$ cat src/rtl/alu_apb_sequencer.sv
//==============================================================================
// Module : alu_apb_sequencer
// Desc   : Round-robin front end for two command sources; issues one APB write
//          of the command word, one APB read of the result, then a response.
// Rev    : 1.0 - initial release
//==============================================================================
`default_nettype none

module alu_apb_sequencer #(
    parameter logic [31:0] CMD_ADDR = 32'h0000_0000,
    parameter logic [31:0] RES_ADDR = 32'h0000_0004,
    parameter int unsigned TIMEOUT  = 16
) (
    input  logic        clk,
    input  logic        reset,
    input  logic        req0_valid,
    input  logic [31:0] req0_data,
    output logic        req0_ready,
    output logic        rsp0_valid,
    output logic [31:0] rsp0_data,
    output logic        rsp0_err,
    input  logic        req1_valid,
    input  logic [31:0] req1_data,
    output logic        req1_ready,
    output logic        rsp1_valid,
    output logic [31:0] rsp1_data,
    output logic        rsp1_err,
    output logic        psel,
    output logic        penable,
    output logic        pwrite,
    output logic [31:0] paddr,
    output logic [31:0] pwdata,
    input  logic [31:0] prdata,
    input  logic        pready,
    input  logic        pslverr
);

    typedef enum logic [2:0] {
        IDLE      = 3'd0,
        WR_SETUP  = 3'd1,
        WR_ACCESS = 3'd2,
        RD_SETUP  = 3'd3,
        RD_ACCESS = 3'd4,
        RESP      = 3'd5
    } state_t;

    localparam logic [7:0] C_TMO_LAST = 8'(TIMEOUT - 1);

    state_t      r_state, w_state_nxt;
    logic        r_last_grant, w_last_grant_nxt;
    logic        r_owner, w_owner_nxt;
    logic [31:0] r_cmd, w_cmd_nxt;
    logic [7:0]  r_tcnt, w_tcnt_nxt;
    logic        r_psel, w_psel_nxt;
    logic        r_penable, w_penable_nxt;
    logic        r_pwrite, w_pwrite_nxt;
    logic [31:0] r_paddr, w_paddr_nxt;
    logic [31:0] r_pwdata, w_pwdata_nxt;
    logic        r_rsp0_valid, w_rsp0_valid_nxt;
    logic [31:0] r_rsp0_data, w_rsp0_data_nxt;
    logic        r_rsp0_err, w_rsp0_err_nxt;
    logic        r_rsp1_valid, w_rsp1_valid_nxt;
    logic [31:0] r_rsp1_data, w_rsp1_data_nxt;
    logic        r_rsp1_err, w_rsp1_err_nxt;
    logic        w_grant0, w_grant1;
    logic        w_done;
    logic [31:0] w_done_data;
    logic        w_done_err;

    // On contention the requester that did not win last time is preferred.
    assign w_grant0 = (r_state == IDLE) && req0_valid && (!req1_valid || r_last_grant);
    assign w_grant1 = (r_state == IDLE) && req1_valid && (!req0_valid || !r_last_grant);

    always_comb begin
        w_state_nxt      = r_state;
        w_last_grant_nxt = r_last_grant;
        w_owner_nxt      = r_owner;
        w_cmd_nxt        = r_cmd;
        w_tcnt_nxt       = r_tcnt;
        w_psel_nxt       = 1'b0;
        w_penable_nxt    = 1'b0;
        w_pwrite_nxt     = 1'b0;
        w_paddr_nxt      = 32'h0;
        w_pwdata_nxt     = 32'h0;
        w_done           = 1'b0;
        w_done_data      = 32'h0;
        w_done_err       = 1'b0;

        // APB outputs are registered, so each branch loads the values of the
        // state being entered.
        case (r_state)
            IDLE: begin
                if (w_grant0 || w_grant1) begin
                    w_owner_nxt      = w_grant1;
                    w_last_grant_nxt = w_grant1;
                    w_cmd_nxt        = w_grant1 ? req1_data : req0_data;
                    w_state_nxt      = WR_SETUP;
                    w_psel_nxt       = 1'b1;
                    w_pwrite_nxt     = 1'b1;
                    w_paddr_nxt      = CMD_ADDR;
                    w_pwdata_nxt     = w_grant1 ? req1_data : req0_data;
                end
            end
            WR_SETUP: begin
                w_state_nxt   = WR_ACCESS;
                w_tcnt_nxt    = 8'd0;
                w_psel_nxt    = 1'b1;
                w_penable_nxt = 1'b1;
                w_pwrite_nxt  = 1'b1;
                w_paddr_nxt   = CMD_ADDR;
                w_pwdata_nxt  = r_cmd;
            end
            WR_ACCESS: begin
                if (pready && !pslverr) begin
                    w_state_nxt = RD_SETUP;
                    w_psel_nxt  = 1'b1;
                    w_paddr_nxt = RES_ADDR;
                end else if (pready || (r_tcnt == C_TMO_LAST)) begin
                    w_state_nxt = RESP;
                    w_done      = 1'b1;
                    w_done_err  = 1'b1;
                end else begin
                    w_tcnt_nxt    = r_tcnt + 8'd1;
                    w_psel_nxt    = 1'b1;
                    w_penable_nxt = 1'b1;
                    w_pwrite_nxt  = 1'b1;
                    w_paddr_nxt   = CMD_ADDR;
                    w_pwdata_nxt  = r_cmd;
                end
            end
            RD_SETUP: begin
                w_state_nxt   = RD_ACCESS;
                w_tcnt_nxt    = 8'd0;
                w_psel_nxt    = 1'b1;
                w_penable_nxt = 1'b1;
                w_paddr_nxt   = RES_ADDR;
            end
            RD_ACCESS: begin
                if (pready) begin
                    w_state_nxt = RESP;
                    w_done      = 1'b1;
                    w_done_data = prdata;
                    w_done_err  = pslverr;
                end else if (r_tcnt == C_TMO_LAST) begin
                    w_state_nxt = RESP;
                    w_done      = 1'b1;
                    w_done_err  = 1'b1;
                end else begin
                    w_tcnt_nxt    = r_tcnt + 8'd1;
                    w_psel_nxt    = 1'b1;
                    w_penable_nxt = 1'b1;
                    w_paddr_nxt   = RES_ADDR;
                end
            end
            RESP: begin
                w_state_nxt = IDLE;
            end
            default: begin
                w_state_nxt = IDLE;
            end
        endcase

        w_rsp0_valid_nxt = w_done && !r_owner;
        w_rsp0_data_nxt  = (w_done && !r_owner) ? w_done_data : 32'h0;
        w_rsp0_err_nxt   = w_done && !r_owner && w_done_err;
        w_rsp1_valid_nxt = w_done && r_owner;
        w_rsp1_data_nxt  = (w_done && r_owner) ? w_done_data : 32'h0;
        w_rsp1_err_nxt   = w_done && r_owner && w_done_err;
    end

    always_ff @(posedge clk) begin
        if (reset) begin
            r_state      <= IDLE;
            r_last_grant <= 1'b1;
            r_owner      <= 1'b0;
            r_cmd        <= 32'h0;
            r_tcnt       <= 8'd0;
            r_psel       <= 1'b0;
            r_penable    <= 1'b0;
            r_pwrite     <= 1'b0;
            r_paddr      <= 32'h0;
            r_pwdata     <= 32'h0;
            r_rsp0_valid <= 1'b0;
            r_rsp0_data  <= 32'h0;
            r_rsp0_err   <= 1'b0;
            r_rsp1_valid <= 1'b0;
            r_rsp1_data  <= 32'h0;
            r_rsp1_err   <= 1'b0;
        end else begin
            r_state      <= w_state_nxt;
            r_last_grant <= w_last_grant_nxt;
            r_owner      <= w_owner_nxt;
            r_cmd        <= w_cmd_nxt;
            r_tcnt       <= w_tcnt_nxt;
            r_psel       <= w_psel_nxt;
            r_penable    <= w_penable_nxt;
            r_pwrite     <= w_pwrite_nxt;
            r_paddr      <= w_paddr_nxt;
            r_pwdata     <= w_pwdata_nxt;
            r_rsp0_valid <= w_rsp0_valid_nxt;
            r_rsp0_data  <= w_rsp0_data_nxt;
            r_rsp0_err   <= w_rsp0_err_nxt;
            r_rsp1_valid <= w_rsp1_valid_nxt;
            r_rsp1_data  <= w_rsp1_data_nxt;
            r_rsp1_err   <= w_rsp1_err_nxt;
        end
    end

    assign req0_ready = w_grant0;
    assign req1_ready = w_grant1;
    assign psel       = r_psel;
    assign penable    = r_penable;
    assign pwrite     = r_pwrite;
    assign paddr      = r_paddr;
    assign pwdata     = r_pwdata;
    assign rsp0_valid = r_rsp0_valid;
    assign rsp0_data  = r_rsp0_data;
    assign rsp0_err   = r_rsp0_err;
    assign rsp1_valid = r_rsp1_valid;
    assign rsp1_data  = r_rsp1_data;
    assign rsp1_err   = r_rsp1_err;

endmodule

`default_nettype wire

$ cat config.mk
export PLATFORM = sky130hd
export DESIGN_NAME = alu_apb_sequencer
export DESIGN_NICKNAME = d
export VERILOG_FILES = /design/src/rtl/alu_apb_sequencer.sv
export SDC_FILE = /design/constraint.sdc
export NUM_CORES = 1
export LEC_CHECK = 0
export BUFFER_PORTS_ARGS = -buffer_cell sky130_fd_sc_hd__buf_2
export CORE_ASPECT_RATIO = 0.75
export CORE_MARGIN = 2
export CORE_UTILIZATION = 48
export DETAILED_ROUTE_END_ITERATION = 10
export PLACE_DENSITY = 0.8
export SYNTH_ARGS = -nofsm -noshare
export SYNTH_HDL_FRONTEND = slang
export SYNTH_SLANG_ARGS = --single-unit
$ cat constraint.sdc
create_clock -name clk -period 1.9 [get_ports clk]
set_input_delay 0.285 -clock clk [delete_from_list [all_inputs] [get_ports clk]]
set_output_delay 0.285 -clock clk [all_outputs]
set_load 0.03 [all_outputs]
=== After elaboration in Yosys (flattened, before gate mapping) ===
Cells that the tools add are included.

* Add/subtract/negate cells: 1
* Eq/ne operators: 12
* Mux-type cells: 38
* Bitwise operators: 2
* Reduce and logical (&&, ||, !) cells: 26

{| class="wikitable"
|+ Operator list
! operator !! number
|-
| $mux 32 || 6
|-
| $pmux 32 s3 || 1
|-
| $mux 8 || 4
|-
| $mux 3 || 8
|-
| $pmux 8 s3 || 1
|-
| $pmux 3 s5 || 1
|-
| $mux 1 || 11
|-
| $logic_and 1x1->1 || 9
|-
| $pmux 3 s3 || 1
|-
| $add 8x1->8 const B || 1
|-
| $eq 8x4->1 const B || 1
|-
| $ne 2x2->1 const B || 4
|-
| $eq 3x2->1 const B || 2
|-
| $ne 3x3->1 const B || 2
|-
| $pmux 1 s3 || 2
|-
| $reduce_or 2->1 || 3
|-
| $logic_not 1->1 || 5
|-
| $reduce_and 5->1 || 1
|-
| $logic_or 1x1->1 || 4
|-
| $pmux 1 s2 || 2
|-
| $pmux 1 s4 || 1
|-
| $eq 3x1->1 const B || 1
|-
| $eq 3x3->1 const B || 1
|-
| $logic_not 3->1 || 1
|-
| other kinds (5) || 6
|}

* Register bits: 180
* Bits of input ports: 102
* Output and inout port bits: 137
* Logic and storage cells: 95

=== Logic depth before layout (Yosys ltp) ===
* Depth in word-level cells: 8
* Mapped depth: 8

=== Worst setup path after synthesis ===
Ideal clock, no wire load.

* Path type: reg-to-reg
* Start: register r_tcnt[0]
* End: register r_pwdata[10] (netlist: pwdata[10])
* Setup time: 0.070 ns
* Arrival time: 1.683 ns
* Data required time: 1.830 ns
* Path slack: 0.147 ns
* Cell stages (with the launch flop): 8
* Period minus slack after synthesis: 1.753 ns
* Path through: dfxtp_1 > ha_1 > and3_1 > a2111o_1 > a21oi_4 > buf_6 > nand2_1 > a21oi_1

* Longest elaborated chain between the ends: 5

{| class="wikitable"
|+ Ends and longest elaborated chain
! what !! RTL line !! RTL
|-
| start, declared || 53 || <nowiki>logic [7:0] r_tcnt, w_tcnt_nxt;</nowiki>
|-
| start signal, assigned || 194 || <nowiki>r_tcnt <= w_tcnt_nxt;</nowiki>
|-
| $eq 8x4->1 || 118 || <nowiki>end else if (pready || (r_tcnt == C_TMO_LAST)) begin</nowiki>
|-
| $logic_or 1x1->1 || 118 ||
|-
| $mux 32 || 118 ||
|-
| $mux 32 || 114 || <nowiki>if (pready && !pslverr) begin</nowiki>
|-
| $pmux 32 s3 || 91 || <nowiki>case (r_state)</nowiki>
|-
| end signal, assigned || 199 || <nowiki>r_pwdata <= w_pwdata_nxt;</nowiki>
|-
| end, declared || 58 || <nowiki>logic [31:0] r_pwdata, w_pwdata_nxt;</nowiki>
|}

No other way between the ends.
A chain may end at the register's enable or synchronous reset.

=== Final worst setup path ===
* Start: register r_tcnt[0]
* End: register r_pwdata[9] (netlist: pwdata[9])

Same word-level chain as after synthesis.

==> results.cfg <==
[power_and_ir_drop]
pwr_density_cell_nw_per_um2 = 1150
internal_power_mw = 6.46
total_switching_power_mw = 2.72
leakagePower_nw = 3.62
power.share.combinational_pct = 23.1
seq_power_share_pct = 38.3
power_frac_clock_pct = 38.6
peak_vdd_ir_mv = 0.709
power_switching_share_pct = 29.7
p_total_mw = 9.18

[worst_setup_path]
path_max_fanout = 8
crit_path_end_kind = register
rr_worst_depth = 8
cp-start-kind = register
worstPathArrival_ns = 2.27
timing.rr.end = pwdata[9]
critical_setup_path_class = reg2reg
r2r_startpoint = r_tcnt[0]
regToRegSetupSlack_ns = -0.02
cp.required_ns = 2.24
delay_of_the_slowest_cell_on_the_worst_path_ns = 0.47
slowest_stage = sky130_fd_sc_hd__a2111o_1
critPathLaunch = r_tcnt[0]
timing.critical_path.cells = ha_4 > and3_4 > a2111o_1 > a21oi_4 > buf_12 > clkbuf_16 > nand2_1 > a21oi_2

[timing]
post-route-worst-setup-slack_ns = -0.0237
finalMaxSlewViolations = 0
post-route-period-util_pct = 101
timing_hold_violations_final = 0
finalWorstPathRequiredPeriod_ns = 1.92
worst_clock_skew_ns = 0.00946
setup_violations = 3
max_freq_mhz = 520
unrepaired_setup_endpoints_after_global_routing = yes

[clocking]
clkTransAtPathRegs_ns = 0.06
cts.sink_count = 149
ctsLongestPathBuffers = 2
htree_levels = 4
cts-buffers-inserted = 17
cts_hold_buf = 0
tritoncts_clock_tree = built
clk-insertion-delay-late_ns = 0.41
ctsRootBufferMaster = sky130_fd_sc_hd__clkbuf_16

[synthesis]
synthArstFlopShare_pct = 0
synth.yosys.seq_area_share_pct = 51.1
yosys_register_bits = 149
synth.top_cell.area_share_pct = 51.1
synth_edf_count = 0
synthTopCellsByArea = sky130_fd_sc_hd__dfxtp_1 (51%), sky130_fd_sc_hd__nand2b_1 (7.3%), sky130_fd_sc_hd__a21oi_1 (6.5%)
post_synth.cell_area_avg_um2 = 9.64
yosys.area.top_type = sky130_fd_sc_hd__dfxtp_1
number_of_unique_standard_cell_types_used_by_synthesis = 49
netlist_area_pre_place_um2 = 5840
synth.yosys.warnings = 0
netlist_instances = 606
yosys_most_used_dff = sky130_fd_sc_hd__dfxtp_1

[status]
status = complete, but fails checks
violations_in_the_final_reports = setup timing

[final_layout]
finish.net_count = 934
layout.cell_area.non_filler_um2 = 7970
antenna_cells = 0
layout.cells.most_common_list = sky130_fd_sc_hd__buf_2 (205), sky130_fd_sc_hd__dfxtp_1 (144), sky130_fd_sc_hd__nand2b_1 (68)
synthToLayoutAreaGrowth_pct = 36.5
final_core_util_pct = 67.9
final_layout_size_suffix_gt1_share_pct = 42.2
filler_free_cell_count_of_the_finished_design = 1006
layout_commonest_cell = sky130_fd_sc_hd__buf_2

[global_routing]
grt_start_max_net_pins = 65
global_route_usage_over_all_layers_pct = 19.4
first_global_vias = 4330
number_of_antenna_violations_at_the_first_check_in_global_routing = 0
grt.overflow.total = 0
global_route_wire_length_before_repair_mm = 20.5

[floorplanning]
die_area_um2 = 13100
floorplan.io_pins = 239
horizontal_extent_of_the_die_um = 131
floorplan.initialDensity_pct = 49.7
die_h_um = 99.5
core-area_um2 = 11700
placement_rows = 34

[placed_design]
dp_hpwl_mm = 8.82
portBuffers = 207
finalWeightedCongestion = 0.861
dpl_cell_area_um2 = 7040
detailedPlace.worstSlack_ns = 0.00715
placedCellCount = 965

[route]
first_pass_iters = 5
route.final.wire_length_mm = 13.6
wl_per_cell_um = 13.5
vias = 4723
post_drt_via_cell_ratio = 4.69
drcViolationCount = 0
final_antenna_net_count = 0
drt-initial-drc-count = 278

[min_path]
hp-start = prdata[1]
worstHoldEndpoint = rsp0_data[1]
min_path_type = in2reg
cells_on_worst_hold_path = 3

[run]
maxCapViolCount = 0
==> per-layer routing <==
layer | vias up | GRT usage (%) | wire length [µm]
met5 | - | 0 | 0
met4 | 0 | 7.27 | 206
met3 | 18 | 5.56 | 708
met2 | 148 | 32.6 | 6700
met1 | 2186 | 23.8 | 5950
li1 | 2371 | - | -
==> state kept, by name, summed over array words and instances (netlist names), 3 cells and up <==
register and count:
pwdata 32, r_cmd 32, rsp0_data 32, rsp1_data 32
r_tcnt 8, r_state 3
==> worst max-delay path: cells and delay by family (launching register included) <==
| family | cells | cell delay (ns) |
|---|---|---|
| buf+inv | 2 | 0.29 |
| fa+ha+maj | 1 | 0.15 |
| compound gates | 3 | 0.79 |
| simple gates | 2 | 0.26 |
| flops | 1 | 0.35 |
==> logic make-up (layout without fill, tap and decap cells) <==
group	count (synthesis)	count (layout)	share of synthesized area, %
multiplexers	33	33	5.66
flip-flops	149	149	51.1
adder cells (fa/ha/maj)	1	1	0.214
other	1	31	0.0642
buffers and inverters	76	284	8.80
AND/OR/NAND/NOR	244	244	24.1
AO/OA/AOI/OAI	102	102	10.1
==> Yosys cell counts (4+ instances only) <==
master / n
sky130_fd_sc_hd__nand2b_1: 68
sky130_fd_sc_hd__buf_4: 35
sky130_fd_sc_hd__inv_1: 9
sky130_fd_sc_hd__buf_2: 9
sky130_fd_sc_hd__clkbuf_1: 15
sky130_fd_sc_hd__nor2_4: 29
sky130_fd_sc_hd__or3_1: 4
sky130_fd_sc_hd__dfxtp_1: 149
sky130_fd_sc_hd__buf_6: 5
sky130_fd_sc_hd__o21ai_0: 9
sky130_fd_sc_hd__nor2_1: 46
sky130_fd_sc_hd__a21oi_1: 76
sky130_fd_sc_hd__nand2_1: 75
sky130_fd_sc_hd__nand3_1: 4
sky130_fd_sc_hd__mux2i_1: 33
==> worst max path at each step <==
stage / end / slack, ns / cells past startpoint
after floorplan: pwdata[10] / 0.15 / 7
after global placement: r_tcnt[4] / 0.06 / 6
after detailed placement: r_tcnt[4] / 0.007 / 6
after CTS: r_tcnt[4] / -0.0006 / 6
after global routing: pwdata[31] / -0.07 / 8
final: pwdata[9] / -0.02 / 8
==> layout make-up <==
| cell class | count | area [µm²] |
|---|---|---|
| fill | 954 | 3770 |
| multi-input combinational | 411 | 2630 |
| clock buffer | 18 | 429 |
| tap | 162 | 203 |
| clock inverter | 14 | 199 |
| sequential | 149 | 2990 |
| inverter | 9 | 33.8 |
| timing repair buffer | 243 | 1490 |
==> power by group through the flow <==
stage,combinational [mW],clock (mW),sequential [mW]
3_3_place_gp,1.82,0,3.56
2_1_floorplan,1.12,0,3.79
4_1_cts,1.87,3.60,3.51
5_1_grt,2.28,3.75,3.54
6_report,2.12,3.54,3.52
3_5_place_dp,1.84,0,3.57
==> timing repair <==
item | CTS | global route
buffers inserted | 0 | 6
gates resized for setup | 7 | 47
setup endpoints to repair | 3 | 56
pin swaps | 2 | 25
gates cloned | 0 | 3
==> per-stage QoR <==
step / hold slack, ns / setup TNS [ns]
final: 0.114 / -0.0400
after global routing: 0.103 / -0.590
after CTS: 0.0986 / -0.000603
after detailed placement: 0.447 / 0
after global placement: 0.442 / 0
after floorplan: 0.422 / 0
Power figures use the tool's default switching activity.
